===== src/rtl/id_ex_pipe_reg.sv =====
// id_ex_pipe_reg: ID->EX pipeline register with bubble insertion, flush and delay-slot feedback.
// Ports:
//   clk_i, rst_n_i                 clock, asynchronous active-low reset
//   id_stall_i, ex_stall_i         stage hold requests; flush_i clears the EX stage
//   id_*_i                         decoded control word and forwarded operands from ID
//   ex_*_o                         registered copies presented to EX (all zero = NOP)
//   id_is_dslot_o                  delay-slot flag fed back to ID
//   bubble_cnt_o, flush_cnt_o      saturating perf counters (ID_EX_PERF_EN), otherwise 0
// Optional feature macro: ID_EX_PERF_EN
module id_ex_pipe_reg #(
    parameter int DATA_W     = 32,
    parameter int ALUOP_W    = 8,
    parameter int ALUSEL_W   = 3,
    parameter int PERF_CNT_W = 16
) (
    input  logic                  clk_i,
    input  logic                  rst_n_i,
    input  logic                  id_stall_i,
    input  logic                  ex_stall_i,
    input  logic                  flush_i,
    input  logic [ALUOP_W-1:0]    id_aluop_i,
    input  logic [ALUSEL_W-1:0]   id_alusel_i,
    input  logic [DATA_W-1:0]     id_reg1_i,
    input  logic [DATA_W-1:0]     id_reg2_i,
    input  logic                  id_we_i,
    input  logic [4:0]            id_waddr_i,
    input  logic [DATA_W-1:0]     id_inst_i,
    input  logic [DATA_W-1:0]     id_pc_i,
    input  logic [DATA_W-1:0]     id_link_addr_i,
    input  logic                  id_in_dslot_i,
    input  logic                  id_next_dslot_i,
    output logic [ALUOP_W-1:0]    ex_aluop_o,
    output logic [ALUSEL_W-1:0]   ex_alusel_o,
    output logic [DATA_W-1:0]     ex_reg1_o,
    output logic [DATA_W-1:0]     ex_reg2_o,
    output logic                  ex_we_o,
    output logic [4:0]            ex_waddr_o,
    output logic [DATA_W-1:0]     ex_inst_o,
    output logic [DATA_W-1:0]     ex_pc_o,
    output logic [DATA_W-1:0]     ex_link_addr_o,
    output logic                  ex_in_dslot_o,
    output logic                  id_is_dslot_o,
    output logic [PERF_CNT_W-1:0] bubble_cnt_o,
    output logic [PERF_CNT_W-1:0] flush_cnt_o
);
    localparam int WORD_W = ALUOP_W + ALUSEL_W + 5 * DATA_W + 7;
    logic [WORD_W-1:0] w_id_word;
    logic [WORD_W-1:0] r_ex_word;
    logic              r_is_dslot;
    logic              w_bubble;
    assign w_id_word = {id_aluop_i, id_alusel_i, id_reg1_i, id_reg2_i, id_we_i, id_waddr_i,
                        id_inst_i, id_pc_i, id_link_addr_i, id_in_dslot_i};
    assign {ex_aluop_o, ex_alusel_o, ex_reg1_o, ex_reg2_o, ex_we_o, ex_waddr_o,
            ex_inst_o, ex_pc_o, ex_link_addr_o, ex_in_dslot_o} = r_ex_word;
    assign id_is_dslot_o = r_is_dslot;
    assign w_bubble = id_stall_i & ~ex_stall_i;
    // A bubble keeps the delay-slot flag: the branch is still sitting in ID.
    always_ff @(posedge clk_i or negedge rst_n_i) begin
        if (!rst_n_i) begin
            r_ex_word  <= '0;
            r_is_dslot <= 1'b0;
        end else if (flush_i) begin
            r_ex_word  <= '0;
            r_is_dslot <= 1'b0;
        end else if (w_bubble) begin
            r_ex_word  <= '0;
        end else if (!ex_stall_i) begin
            r_ex_word  <= w_id_word;
            r_is_dslot <= id_next_dslot_i;
        end
    end
`ifdef ID_EX_PERF_EN
    logic [PERF_CNT_W-1:0] r_bubble_cnt;
    logic [PERF_CNT_W-1:0] r_flush_cnt;
    always_ff @(posedge clk_i or negedge rst_n_i) begin
        if (!rst_n_i) begin
            r_bubble_cnt <= '0;
            r_flush_cnt  <= '0;
        end else begin
            if (!flush_i && w_bubble && !(&r_bubble_cnt)) r_bubble_cnt <= r_bubble_cnt + 1'b1;
            if (flush_i && !(&r_flush_cnt)) r_flush_cnt <= r_flush_cnt + 1'b1;
        end
    end
    assign bubble_cnt_o = r_bubble_cnt;
    assign flush_cnt_o  = r_flush_cnt;
`else
    assign bubble_cnt_o = '0;
    assign flush_cnt_o  = '0;
`endif
endmodule


===== config.mk =====
export PLATFORM = sky130hd
export DESIGN_NAME = id_ex_pipe_reg
export DESIGN_NICKNAME = d
export VERILOG_FILES = /design/src/rtl/id_ex_pipe_reg.sv
export SDC_FILE = /design/constraint.sdc
export NUM_CORES = 1
export LEC_CHECK = 0
export CAP_MARGIN = 25
export CORE_MARGIN = 8
export CORE_UTILIZATION = 34
export DETAILED_ROUTE_END_ITERATION = 8
export PLACE_DENSITY = 0.76
export SKIP_CTS_REPAIR_TIMING = 1
export SYNTH_ARGS = -nofsm -noshare
export SYNTH_HDL_FRONTEND = slang
export SYNTH_SLANG_ARGS = --single-unit
export TNS_END_PERCENT = 1

===== constraint.sdc =====
create_clock -name clk_i -period 0.8 [get_ports clk_i]
set_input_delay 0.16 -clock clk_i [delete_from_list [all_inputs] [get_ports clk_i]]
set_output_delay 0.16 -clock clk_i [all_outputs]
set_load 0.02 [all_outputs]

---- After elaboration in Yosys (flattened, before gate mapping) ----
Index checks and enable logic that the tools add are counted.
cells by class
  eq/ne operators ......................... 3
  mux-type cells .......................... 6
  bitwise gates (word level) .............. 2
  reductions and logical operators ........ 1
operator list
  cell                count
  $mux 178            3
  $mux 1              3
  $ne 3x1->1 const B  1
  $ne 2x1->1 const B  1
  $ne 2x2->1 const B  1
  $reduce_and 2->1    1
  $and 1x1->1         1
  $not 1->1           1
word-level totals
  register bits ........................... 179
  logic and storage cells ................. 14

---- Longest topological paths before layout ----
  depth in word-level cells ............... 4
  depth in mapped cells ................... 5
  gate-level depth less buffers ........... 2

---- Worst setup path after synthesis ----
OpenSTA, ideal clock, no wires.
  kind .................................... input -> register
  from .................................... input port ex_stall_i
  to ...................................... register r_ex_word[140]
  arrival time ............................ 0.884 ns
  data required time ...................... 0.678 ns
  setup slack ............................. -0.206 ns
  stages .................................. 5
  cells stage by stage .................... nor2b_1 > buf_2 > buf_6 > buf_2 > a32o_1
on the way
  longest elaborated chain between the ends .. 4
  elaborated cells on any way between the ends .. 5
  those cells by class .................... 1 x eq/ne; 2 x mux; 2 x bitwise
ends and longest elaborated chain
  what                  line  source
  from (decl)           19    input logic ex_stall_i,
  $not 1->1             56    assign w_bubble = id_stall_i & ~ex_stall_i;
  $and 1x1->1           56
  $mux 178              65    end else if (w_bubble) begin
  $mux 178              62    end else if (flush_i) begin
  to (signal assigned)  68    r_ex_word <= w_id_word;
  to (decl)             48    logic [WORD_W-1:0] r_ex_word;
Parallel ways exist; a longest one is shown, timed or not.
A chain may end at the register's enable or synchronous reset.

---- Worst setup path after layout ----
  from .................................... register r_ex_word[97]
  to ...................................... output port ex_waddr_o[0]
RTL lines
  what       line  source
  to (decl)  37    output logic [4:0] ex_waddr_o,
No word-level cell between the ends.

==> flow_summary.toml <==
[power]
p_int_mw = 16.4
power_density_nw_per_um2 = 1910
max-vdd-ir-drop_mv = 1.34
pwr-share-comb = 0.160
power_mw = 22.0
clockPowerShare = 0.404
sequentialPowerShare = 0.436
leakage_nw = 5.44
p_switching_mw = 5.64
p_sw_frac = 0.256

[clock_tree]
clk_latency_ns = 0.42
clkTransAtPathRegs_ns = 0.07
cts-root-buf = "clkbuf_16"
cts-buffers-inserted = 17
cts.sinks = 179
cts_max_path_buffers = 2
h-tree-depth = 4
tritoncts = "done"

[global_routing]
grt-ovfl-total = 0
antenna_found_initial = 0
grt_usage = 0.190
grt_max_degree = 92
grt_pass1_vias = 6407
grt_pass1_wl_mm = 36.6

[synth]
synth_top_cell_by_area = "dfrtp_1"
synth.most_common_cell = "dfrtp_1"
synth_top_area_share = 0.655
synth-seq-cells = 179
postSynthAreaPerCell_um2 = 15.1
ys_warn_count = 0
syn_area_um2 = 6840
synth.distinct_cells = 14
synth_common_cells = "179 x dfrtp_1, 178 x a32o_1, 42 x buf_4"
synth-main-ff-cell = "dfrtp_1"
yosysSeqAreaShare = 0.655
synth_edf_count = 0
synth_cells = 454
synth_area_leaders = "dfrtp_1 65%, a32o_1 26%, buf_4 4.6%"
async_reset_ff_frac = 1.00

[critical_path]
critPathRequiredTime_ns = 0.64
path_max_fanout = 2
rrSetupSlack_ns = -0.17
crit_chain = "clkbuf_2"
reg2regPathDepth = 3
critPathLaunchType = "flop"
r2r-start = "r_ex_word[109]"
crit_path_end = "ex_waddr_o[0]"
slowest_stage = "dfrtp_1"
crit_cells = 1
arrival_ns = 0.99
regToRegEndpoint = "r_ex_word[109]"
startpoint = "r_ex_word[97]"
crit_type = "reg2out"
crit_path_max_incr_delay_ns = 0.40
worst_setup_path_end_kind = "output port"
cp_top_family = "flip-flops"
crit_buf_inv = 1

[layout]
postLayoutCoreUtil = 0.576
nets = 1042
finalNonFillerCells = 1141
drive_gt1_frac = 0.342
fillers = 1671
num_antenna_cells = 0
syn_to_final_growth_pct = 68.3

[flow_run]
max_cap_violations = 0

[route]
routedWlPerCell_um = 21.4
routed_via_density = 5.17
drtPass1Iterations = 8
drt_iter0_markers = 394
drc_errors = 0
drt-total-wl_mm = 24.4
via_count = 5904
ant_nets = 0

[floorplan]
start_util = 0.343
coreArea_um2 = 20000
die_h_um = 158
die-area_um2 = 24900
dieWidth_um = 158
io_pins = 395
row_count = 52

[place]
globalplace.congestion = 0.780
place_hpwl_mm = 18.3
io_buffers = 362
dp.cells = 1104

[timing]
fin_skew_ns = 0
setup_slack_ns = -0.345
setup_viol = 218
post-route-min-period_ns = 1.15
layout_worst_path_cycle_share = 1.43
maxSlewViolCount = 0
rsz0062_at_grt = "true"
fmax_ghz = 0.873
hold_viol = 0

[status]
failed_checks = "negative setup slack"
run_status = "complete, but fails checks"

[hold_path]
hold_class = "in2reg"
==> final cells by class <==
type	instances	area [um2]	area share
Clock buffer	20	457	0.0397
Clock inverter	12	169	0.0147
Inverter	1	6.26	0.000543
Multi-Input combinational cell	215	1950	0.170
Sequential cell	179	4480	0.389
Tap cell	270	338	0.0293
Timing Repair Buffer	444	4110	0.357
==> placed cells by master (no fill, tap or decap) <==
master,instances
buf_12,18
clkinv_4,1
a32o_1,178
clkbuf_8,2
nor2b_4,1
o21ai_0,1
buf_4,62
clkbuf_1,1
clkdlybuf4s50_1,179
nor2_4,1
a21oi_2,1
or3b_4,1
inv_8,2
dfrtp_1,179
inv_6,2
clkinvlp_4,4
buf_6,88
dlygate4sd3_1,1
buf_2,83
dlymetal6s2s_1,2
clkbuf_16,17
bufinv_16,3
conb_1,32
inv_4,1
clkbuf_2,11
==> flip-flops by register name, indices dropped and copies added, names as in the netlist <==
name	count
r_ex_word	178
id_is_dslot_o	1
==> power by group through the flow <==
stage | Combinational (mW) | Clock, mW | Sequential, mW
global placement | 3.65 | 0 | 9.73
global route | 3.76 | 9.46 | 9.64
CTS | 3.69 | 9.11 | 9.57
floorplan | 1.02 | 0 | 10.2
finish | 3.53 | 8.88 | 9.60
detailed placement | 3.68 | 0 | 9.75
==> worst min-delay path by stage <==
| stage | start | to | cells after the start |
|---|---|---|---|
| after CTS | rst_n_i | r_ex_word[46] | 2 |
| final | flush_i | id_is_dslot_o | 2 |
| after floorplan | rst_n_i | id_is_dslot_o | 0 |
| after global routing | flush_i | id_is_dslot_o | 2 |
| after detailed placement | rst_n_i | r_ex_word[25] | 2 |
| after global placement | rst_n_i | r_ex_word[25] | 2 |
==> logic make-up (layout without fill, tap and decap cells) <==
group | after synthesis | after routing | share of synthesized area
compound gates | 180 | 180 | 0.262
other cells | 1 | 32 | 0.000548
buf+inv | 91 | 477 | 0.0797
flops | 179 | 179 | 0.655
simple gates | 3 | 3 | 0.00311
==> routing by layer <==
layer,global-route usage,part of all wire,vias to the layer above
li1,-,-,2613
met1,0.213,0.37,2957
met2,0.322,0.50,303
met3,0.0767,0.11,31
met4,0.0639,0.022,0
met5,0,0,-
==> per-stage QoR <==
| step | TNS (ns) | cell area [um2] | worst slack (ns) | hold slack [ns] |
|---|---|---|---|---|
| 2_1_floorplan | -27.31 | 7010 | -0.190 | -0.136 |
| 3_5_place_dp | -187.00 | 11200 | -0.772 | 0.203 |
| 3_3_place_gp | -183.25 | 11200 | -0.751 | 0.200 |
| 5_1_grt | -65.76 | 11500 | -0.389 | 0.0650 |
| 6_report | -57.07 | 11500 | -0.345 | 0.0861 |
| 4_1_cts | -189.38 | 11800 | -0.845 | -0.253 |
Note: power is estimated with default switching activity, not from simulation.
